$ cat config.mk
export PLATFORM = sky130hd
export DESIGN_NAME = alu_sequencer_flat
export DESIGN_NICKNAME = d
export VERILOG_FILES = /design/src/rtl/alu_sequencer_if.sv /design/src/rtl/alu_sequencer.sv /design/src/flat_wrapper.sv
export SDC_FILE = /design/constraint.sdc
export NUM_CORES = 1
export LEC_CHECK = 0
export CORE_AREA = 10 10 97 99
export CTS_BUF_LIST = sky130_fd_sc_hd__clkbuf_4 sky130_fd_sc_hd__clkbuf_8
export DETAILED_ROUTE_END_ITERATION = 8
export DIE_AREA = 0 0 107 109
export GPL_TIMING_DRIVEN = 0
export PLACE_DENSITY_LB_ADDON = 0.2
export RECOVER_POWER = 25
export REMOVE_ABC_BUFFERS = 1
export SLEW_MARGIN = 0
export SYNTH_ARGS = -nofsm -noshare
export SYNTH_HDL_FRONTEND = slang
export SYNTH_SLANG_ARGS = --single-unit
export TNS_END_PERCENT = 30
$ cat constraint.sdc
create_clock -name clk -period 3.7 [get_ports clk]
set_clock_uncertainty 0.05 [all_clocks]
set_input_delay 0.555 -clock clk [delete_from_list [all_inputs] [get_ports clk]]
set_output_delay 0.555 -clock clk [all_outputs]
set_load 0.005 [all_outputs]
$ cat src/rtl/alu_sequencer_if.sv
// Instruction handshake and ALU drive/return bus of the Salamander-4 execute core.
// The slave modport is the sequencer side; the master modport is the instruction source / ALU side.
interface alu_sequencer_if #(
   parameter int SIZE = 8
);
   localparam int INSTR_W = SIZE + 8;

   logic               instr_valid;
   logic               instr_ready;
   logic [INSTR_W-1:0] instr;
   logic               alu_ce;
   logic [3:0]         alu_op_code;
   logic [SIZE-1:0]    alu_left;
   logic [SIZE-1:0]    alu_right;
   logic               alu_carry_in;
   logic [SIZE-1:0]    alu_op_out;
   logic               alu_carry_out;

   modport slave (
      input  instr_valid, instr, alu_op_out, alu_carry_out,
      output instr_ready, alu_ce, alu_op_code, alu_left, alu_right, alu_carry_in
   );

   modport master (
      output instr_valid, instr, alu_op_out, alu_carry_out,
      input  instr_ready, alu_ce, alu_op_code, alu_left, alu_right, alu_carry_in
   );
endinterface

$ cat src/rtl/alu_sequencer.sv
// Execute/write-back sequencer: IDLE -> EXEC -> WB per instruction, 4-entry register file, carry flag.
// Optional macro ALU_SEQ_CARRY_CHAIN_EN feeds carry_flag into alu_carry_in for carry-producing ops.
module alu_sequencer #(
   parameter int SIZE = 8
) (
   input  logic            clk,
   input  logic            rstn,
   alu_sequencer_if.slave  bus,
   output logic            st_valid,
   output logic [SIZE-1:0] st_data,
   output logic            done,
   output logic            err,
   output logic            carry_flag,
   input  logic [1:0]      dbg_sel,
   output logic [SIZE-1:0] dbg_data
);
   localparam int INSTR_W = SIZE + 8;

   localparam logic [3:0] OP_ADD = 4'd0;
   localparam logic [3:0] OP_SUB = 4'd1;
   localparam logic [3:0] OP_NOT = 4'd5;
   localparam logic [3:0] OP_LD  = 4'd6;
   localparam logic [3:0] OP_ST  = 4'd7;
   localparam logic [3:0] OP_INC = 4'd8;
   localparam logic [3:0] OP_DEC = 4'd9;
   localparam logic [3:0] OP_SHL = 4'd10;
   localparam logic [3:0] OP_SHR = 4'd11;

   typedef enum logic [1:0] {IDLE, EXEC, WB} state_t;

   state_t                  state_q, state_d;
   logic [INSTR_W-1:0]      instr_q, instr_d;
   logic [3:0][SIZE-1:0]    regs_q, regs_d;
   logic                    carry_q, carry_d;
   logic                    ready_q, ready_d;

   logic [3:0]      op;
   logic [1:0]      rd, rs;
   logic [SIZE-1:0] imm;
   logic            is_alu, is_carry_op, is_rsvd;

   assign op  = instr_q[SIZE+7:SIZE+4];
   assign rd  = instr_q[SIZE+3:SIZE+2];
   assign rs  = instr_q[SIZE+1:SIZE];
   assign imm = instr_q[SIZE-1:0];

   assign is_alu      = (op <= OP_NOT) || ((op >= OP_INC) && (op <= OP_SHR));
   assign is_carry_op = (op == OP_ADD) || (op == OP_SUB) || ((op >= OP_INC) && (op <= OP_SHR));
   assign is_rsvd     = (op > OP_SHR);

   assign bus.instr_ready = ready_q;
   assign carry_flag      = carry_q;
   assign dbg_data        = regs_q[dbg_sel];

   always_comb begin
      state_d          = state_q;
      instr_d          = instr_q;
      regs_d           = regs_q;
      carry_d          = carry_q;
      bus.alu_ce       = 1'b0;
      bus.alu_op_code  = 4'd0;
      bus.alu_left     = '0;
      bus.alu_right    = '0;
      bus.alu_carry_in = 1'b0;
      done             = 1'b0;
      err              = 1'b0;
      st_valid         = 1'b0;
      st_data          = '0;
      case (state_q)
         IDLE: begin
            if (bus.instr_valid && ready_q) begin
               instr_d = bus.instr;
               state_d = EXEC;
            end
         end
         EXEC: begin
            state_d = WB;
            if (is_alu) begin
               bus.alu_ce      = 1'b1;
               bus.alu_op_code = op;
               bus.alu_left    = regs_q[rd];
               bus.alu_right   = regs_q[rs];
`ifdef ALU_SEQ_CARRY_CHAIN_EN
               if (is_carry_op) bus.alu_carry_in = carry_q;
`endif
               regs_d[rd] = bus.alu_op_out;
               if (is_carry_op) carry_d = bus.alu_carry_out;
            end else if (op == OP_LD) begin
               regs_d[rd] = imm;
            end
         end
         WB: begin
            state_d = IDLE;
            done    = 1'b1;
            err     = is_rsvd;
            // Store data comes straight from the file; no write happens in WB so it is stable.
            if (op == OP_ST) begin
               st_valid = 1'b1;
               st_data  = regs_q[rs];
            end
         end
         default: state_d = IDLE;
      endcase
   end

   // Ready is registered so it stays low through the first edge after reset release.
   assign ready_d = (state_d == IDLE);

   always_ff @(posedge clk or negedge rstn) begin
      if (!rstn) begin
         state_q <= IDLE;
         instr_q <= '0;
         regs_q  <= '0;
         carry_q <= 1'b0;
         ready_q <= 1'b0;
      end else begin
         state_q <= state_d;
         instr_q <= instr_d;
         regs_q  <= regs_d;
         carry_q <= carry_d;
         ready_q <= ready_d;
      end
   end
endmodule

$ cat src/flat_wrapper.sv
// flat-port wrapper written by rule: the top's interface ports become plain ports
module alu_sequencer_flat 
#(
   parameter int SIZE = 8
)
  (clk, rstn, st_valid, st_data, done, err, carry_flag, dbg_sel, dbg_data, bus_instr_valid, bus_instr, bus_alu_op_out, bus_alu_carry_out, bus_instr_ready, bus_alu_ce, bus_alu_op_code, bus_alu_left, bus_alu_right, bus_alu_carry_in);
  alu_sequencer_if #(.SIZE(SIZE)) bus_i ();
  input  logic clk;
  input  logic rstn;
  output logic st_valid;
  output logic [SIZE-1:0] st_data;
  output logic done;
  output logic err;
  output logic carry_flag;
  input  logic [1:0] dbg_sel;
  output logic [SIZE-1:0] dbg_data;
  input wire logic [$bits(bus_i.instr_valid)-1:0] bus_instr_valid;
  input wire logic [$bits(bus_i.instr)-1:0] bus_instr;
  input wire logic [$bits(bus_i.alu_op_out)-1:0] bus_alu_op_out;
  input wire logic [$bits(bus_i.alu_carry_out)-1:0] bus_alu_carry_out;
  output wire logic [$bits(bus_i.instr_ready)-1:0] bus_instr_ready;
  output wire logic [$bits(bus_i.alu_ce)-1:0] bus_alu_ce;
  output wire logic [$bits(bus_i.alu_op_code)-1:0] bus_alu_op_code;
  output wire logic [$bits(bus_i.alu_left)-1:0] bus_alu_left;
  output wire logic [$bits(bus_i.alu_right)-1:0] bus_alu_right;
  output wire logic [$bits(bus_i.alu_carry_in)-1:0] bus_alu_carry_in;
  assign bus_i.instr_valid = bus_instr_valid;
  assign bus_i.instr = bus_instr;
  assign bus_i.alu_op_out = bus_alu_op_out;
  assign bus_i.alu_carry_out = bus_alu_carry_out;
  assign bus_instr_ready = bus_i.instr_ready;
  assign bus_alu_ce = bus_i.alu_ce;
  assign bus_alu_op_code = bus_i.alu_op_code;
  assign bus_alu_left = bus_i.alu_left;
  assign bus_alu_right = bus_i.alu_right;
  assign bus_alu_carry_in = bus_i.alu_carry_in;
  alu_sequencer #(.SIZE(SIZE)) u_core (.clk(clk), .rstn(rstn), .bus(bus_i), .st_valid(st_valid), .st_data(st_data), .done(done), .err(err), .carry_flag(carry_flag), .dbg_sel(dbg_sel), .dbg_data(dbg_data));
endmodule
-- Word level (Yosys, flattened, before mapping)
Index checks and enable logic that the tools add are counted.
- $lt $le $gt $ge: 8
- equal/unequal tests: 5
- multiplexer cells: 28
- reduce and logical (&&, ||, !) cells: 13
- operators with widths (operator ; number):
    $mux W8 ; 10
    $bwmux W32 ; 2
    $mux W32 ; 2
    $bmux W8 S2 ; 3
    $demux W8 S2 ; 1
    $lt A2 B3 Y1 const B ; 3
    $eq A4 B3 Y1 const B ; 2
    $mux W4 ; 2
    $mux W1 ; 6
    $eq A4 B1 Y1 const B ; 1
    $ge A4 B4 Y1 const B ; 1
    $gt A4 B4 Y1 const B ; 1
    $le A4 B3 Y1 const B ; 1
    $le A4 B4 Y1 const B ; 1
    $logic_not A2 Y1 ; 2
    $logic_not A4 Y1 ; 1
    $pmux W2 S2 ; 1
    $reduce_and A2 Y1 ; 2
    $logic_and A1 B1 Y1 ; 3
    $logic_or A1 B1 Y1 ; 3
    $reduce_and A3 Y1 ; 1
    $eq A2 B1 Y1 const B ; 1
    $eq A2 B2 Y1 const B ; 1
    $ge A2 B1 Y1 const B ; 1
    other kinds (2) ; 2
- bits in registers: 52
- bits of input ports: 30

-- Logic depth before layout (Yosys ltp)
Gate-level depths: netlist (run 1).
- depth in word-level cells: 7
- mapped depth: 6

-- Worst setup path before layout (run 1)
Ideal clock, no wire load.
- path type: input to output
- start point: input port dbg_sel[0]
- end point: output port dbg_data[0]
- data arrival time: 1.542 ns
- path slack: 1.553 ns
- stages on the path: 2
- path buffers: 1
- cells stage by stage: clkbuf_1 > mux4_2
- cells in the longest elaborated chain, start to end: 2
- ends and longest elaborated chain (what ; line ; source):
    start: declaration ; flat_wrapper.sv:15 ; input logic [1:0] dbg_sel;
    $bmux W8 S2 ; alu_sequencer.sv:53 ; assign dbg_data = regs_q[dbg_sel];
    $mux W8 (not written as such) ; alu_sequencer.sv:53 ;
    end: declaration ; flat_wrapper.sv:16 ; output logic [SIZE-1:0] dbg_data;
No other way between the ends. The select of a mux whose other input is x is not followed.

-- Worst setup path after layout (run 1)
- start point: input port dbg_sel[0]
- end point: output port dbg_data[5]
Same word-level chain as after synthesis.

==> results.yml, run 1 <==
run_status:
  status: "complete, but fails checks"
  violations: "max-capacitance violations, max-slew violations"
global_routing:
  gr-max-usage-layer: "met2"
  use_met2_pct: 20.7
  antenna_found_initial: 0
  grt_start_max_net_pins: 34
  grt_pass1_wl_um: 11900
  met1_usage_pct: 17.0
  use_met3_pct: 3.95
  grt_pass1_vias: 2093
  grt.overflow.total: 0
  grt_util_all_layers_pct: 13.1
placement:
  dpl.hpwl_um: 5280
  io_buffers: 71
  gp_congestion: 0.743
  dp_slack_ns: 0.512
  dpl-instance-area_um2: 3730
final_layout:
  layout.nets: 292
  nFillCells: 678
  drive_gt1_share_pct: 36.5
  design_area_um2: 3810
  synthToLayoutAreaGrowth_pct: 29.6
  antenna_cells: 0
  fin_util_pct: 50.6
worst_hold_path:
  hp-class: "in2async"
cts:
  postCtsHoldBufs: 0
  root_buffer: "clkbuf_8"
  cts-resized-gates: 0
  clock-sinks: 52
  cts_tree: "built"
  clock_path_buffers: 2
  cts_made_buffers: 5
  clk_pin_slew_ns: 0.10
  insertion_delay_ns: 0.31
  htree_levels: 2
  cts_setup_buffers: 0
route:
  drt_iter0_drc: 101
  totalWireLength_um: 7430
  remaining_drc_errors: 0
  firstDrtPassIters: 4
  vias: 1960
  vias_per_cell: 5.37
  ant_nets: 0
  wl_per_cell_um: 20.4
sta:
  tightest_slew_ns: 1.79
  min_period_ns: 3.15
  setup_tns_ns: 0
  hold_slack_ns: 0.368
  setup_viol: 0
  slew_headroom_pct: -19.5
  fmaxAchievable_mhz: 317
  setup_slack_ns: 0.545
  finalMaxSlewViolations: 34
  hold_viol_final: 0
  rsz0062_at_grt: "false"
  period_share_pct: 85.3
power:
  powerDensity_nw_per_um2: 786
  vdd_drop_max_mv: 0.349
  p_leak_nw: 1.53
synthesis:
  yosys.area.top_type_share_pct: 44.2
  yosysWarningCount: 0
  synthCells: 198
  ys_seq_area_share_pct: 44.2
  synth_area_leader_cell: "dfrtp_1"
  synthTopCellsByArea: "dfrtp_1 (44%), mux2_2 (22%), mux4_2 (18%)"
  synth_area_per_cell_um2: 14.9
  synth_cell_type_count: 21
  syn-cell-area_um2: 2940
  ys_ff_latch: 52
floorplan:
  initial_core_util_pct: 39.1
  core_area_um2: 7530
  die_w_um: 107
  die_area_um2: 11700
  die_y_um: 109
  row_count: 32
  io_pins: 73
worst_setup_path:
  required_ns: 3.09
  cp-start-kind: "input port"
  crit_fanout: 8
  endpoint_kind: "primary output"
  path_class: "in2out"
  arrival_ns: 2.55
job:
  maxCapViolCount: 1
==> metal layers <==
metal	part of all wire [%]	vias to the layer above
met2	48	72
li1	-	878
met1	44	1004
met4	1.4	0
met5	0	-
met3	6.3	6
==> cells in the final DEF, fill, tap and decap left out, drive strengths merged <==
master / count
a21o: 1
inv: 5
and3: 20
nor2b: 2
mux2: 57
clkbuf: 10
dfrtp: 52
clkdlybuf4s50: 70
mux4: 24
and4: 1
nor2: 2
nor3: 2
o21ai: 1
nand2: 2
conb: 1
a2111oi: 4
and2: 8
nand2b: 1
==> sequential cells by signal (all words and copies together) (netlist names) <==
register,count
u_core.regs_q,32
u_core.state_q,2
u_core.instr_q,16
u_core.bus.instr_ready,1
u_core.carry_flag,1
==> path summary, 6_finish.rpt <==
kind / to / cells after the start / from / slack, ns
worst max-delay path: dbg_data[5] / 3 / dbg_sel[0] / 0.55
worst min-delay path: u_core.bus.instr_ready / 1 / rstn / 0.37
worst max register to register: u_core.regs_q[17] / 3 / u_core.instr_q[11] / 1.33
worst min register to register: u_core.instr_q[1] / 1 / u_core.instr_q[1] / 0.46
max in group asynchronous: u_core.regs_q[3] / 2 / rstn / 1.01
min in group clk: u_core.instr_q[1] / 1 / u_core.instr_q[1] / 0.46
==> critical path: stages <==
cell and delay (ns):
clkdlybuf4s50_1 0.91, mux4_2 0.60, clkdlybuf4s50_1 0.48
==> where the power goes <==
part	internal, W	switching, W
Sequential	0.000845	0.000368
Clock	0.000168	0.000182
Combinational	0.000926	0.000506
==> logic make-up (layout without fill, tap and decap cells) <==
| logic type | after synthesis | in the layout | share of synthesized area [%] |
|---|---|---|---|
| buf+inv | 20 | 85 | 2.98 |
| simple gates | 38 | 38 | 7.91 |
| other cells | 1 | 1 | 0.127 |
| compound gates | 6 | 6 | 4.55 |
| mux | 81 | 81 | 40.2 |
| flops | 52 | 52 | 44.2 |
==> synth_stat cells <==
cell        n
mux4_2     24
nand2_1     2
nor2b_1     2
buf_1       3
a21o_4      1
and2_1      8
o21ai_2     1
clkbuf_1    6
mux2_2     57
buf_4       2
nor3_2      1
dfrtp_1    52
conb_1      1
nor3_1      1
a2111oi_4   4
nor2_1      2
inv_1       5
and4_1      1
nand2b_1    1
buf_2       4
and3_1     20
==> layout make-up <==
cell class	instances	area, um^2	share of cell area [%]
inverter	5	18.8	0.492
multi-input combinational	126	1560	40.9
timing repair buffer	72	708	18.6
sequential	52	1300	34.1
clock buffer	8	97.6	2.56
tap	102	128	3.35
==> stage by stage <==
| step | cells | power (W) |
|---|---|---|
| floorplan | 183 | 0.00209 |
| global placement | 356 | 0.00263 |
| detailed placement | 357 | 0.00269 |
| CTS | 365 | 0.00303 |
| global route | 365 | 0.00320 |
| finish | 365 | 0.00299 |
(Power assumes the default switching activity.)
==> run 2: changes to the inputs <==
Settings changed: ABC_CLOCK_PERIOD_IN_PS set to 3700, SLEW_MARGIN 0 to 20.
==> results.yml, run 2 (synthesis results as in run 1) <==
job:
  maxCapViolCount: 1
final_layout:
  design_area_um2: 3860
  largest_register: "u_core.regs_q"
  drive_gt1_share_pct: 36.9
  final_common_cell: "clkdlybuf4s50_1"
  top_regs: "u_core.regs_q (32), u_core.instr_q (16), u_core.state_q (2)"
  antenna_cells: 0
  layout.nets: 292
  largest_register_ffs: 32
  final_cell_mix: "clkdlybuf4s50_1 (70), mux2_2 (57), dfrtp_1 (52)"
  synthToLayoutAreaGrowth_pct: 31.2
  fin_util_pct: 51.3
  final_cells: 365
route:
  vias_per_cell: 5.35
  remaining_drc_errors: 0
  firstDrtPassIters: 4
  ant_nets: 0
  totalWireLength_um: 7450
  wl_per_cell_um: 20.4
  drt_iter0_drc: 61
  vias: 1951
worst_setup_path:
  endpoint_kind: "primary output"
  reg2reg_slack_ns: 1.30
  required_ns: 3.09
  reg2regPathDepth: 3
  path_class: "in2out"
  arrival_ns: 2.54
  r2r_end: "u_core.regs_q[17]"
  crit_fanout: 8
  cp-start-kind: "input port"
  reg2reg_from: "u_core.instr_q[11]"
run_status:
  violations: "max-capacitance violations, max-slew violations"
  status: "complete, but fails checks"
cts:
  cts_tree: "built"
  insertion_delay_ns: 0.30
  cts_made_buffers: 5
  clock_path_buffers: 2
  clock-sinks: 52
  root_buffer: "clkbuf_8"
  postCtsHoldBufs: 0
  cts-resized-gates: 0
  clk_pin_slew_ns: 0.09
  htree_levels: 2
  cts_setup_buffers: 0
global_routing:
  antenna_found_initial: 0
  grt_util_all_layers_pct: 13.2
  grt.overflow.total: 0
  grt_pass1_wl_um: 11700
  grt_pass1_vias: 2095
  grt_start_max_net_pins: 53
sta:
  tightest_slew_ns: 2.83
  setup_slack_ns: 0.555
  hold_viol_final: 0
  fmaxAchievable_mhz: 318
  min_period_ns: 3.15
  setup_viol: 0
  period_share_pct: 85.0
  rsz0062_at_grt: "false"
  setup_tns_ns: 0
  slew_headroom_pct: -88.4
  finalMaxSlewViolations: 53
worst_hold_path:
  hp-class: "reg2reg"
  min_from: "u_core.instr_q[0]"
  worstHoldEndpoint: "u_core.instr_q[0]"
  hold_depth: 1
placement:
  dpl-instance-area_um2: 3730
  dp.cells: 357
  gp_congestion: 0.743
  dpl.hpwl_um: 5210
  io_buffers: 71
  dp_slack_ns: 0.506
power:
  powerDensity_nw_per_um2: 800
  p_leak_nw: 1.55
  vdd_drop_max_mv: 0.305
floorplan:
  row_count: 32
  die_y_um: 109
  die_w_um: 107
  die_area_um2: 11700
  core_area_um2: 7530
  initial_core_util_pct: 39.1
  io_pins: 73
## run 2: worst max path at each step
stage	start	end	slack, ns
2_1_floorplan	u_core.instr_q[10]	bus_alu_left[0]	1.64
3_3_place_gp	rstn	u_core.regs_q[24]	0.39
3_5_place_dp	dbg_sel[0]	dbg_data[3]	0.51
4_1_cts	dbg_sel[0]	dbg_data[5]	0.50
5_1_grt	rstn	u_core.regs_q[5]	0.29
6_report	dbg_sel[0]	dbg_data[2]	0.55
## run 2: final cells by class
type,count,area [um^2]
repair buffers,72,719
clock inverters,1,30.0
well taps,102,128
multi-input cells,126,1570
flip-flops and latches,52,1300
inverters,5,18.8
clock buffers,7,96.3
fillers,682,3670
## run 2: metrics by stage
stage | hold slack (ns) | total power (W)
2_1_floorplan | 0.209 | 0.00209
3_3_place_gp | 0.436 | 0.00263
3_5_place_dp | 0.442 | 0.00269
4_1_cts | 0.252 | 0.00312
5_1_grt | 0.480 | 0.00330
6_report | 0.455 | 0.00309
## run 2: worst max-delay path: stages
cell and delay (ns):
clkdlybuf4s50_1 0.91, mux4_2 0.58, clkdlybuf4s50_1 0.49
## run 2: per-layer routing
| metal | vias up | routed length, um | track usage [%] |
|---|---|---|---|
| li1 | 877 | - | - |
| met1 | 1003 | 3270 | 17.1 |
| met2 | 65 | 3600 | 20.7 |
| met3 | 6 | 514 | 4.37 |
| met4 | 0 | 67 | 3.77 |
| met5 | - | 0 | 0 |
## run 2: where the power goes
part	internal [W]	total (W)	switching (W)
logic	0.000939	0.00145	0.000509
clock network	0.000239	0.000420	0.000182
registers	0.000845	0.00122	0.000374
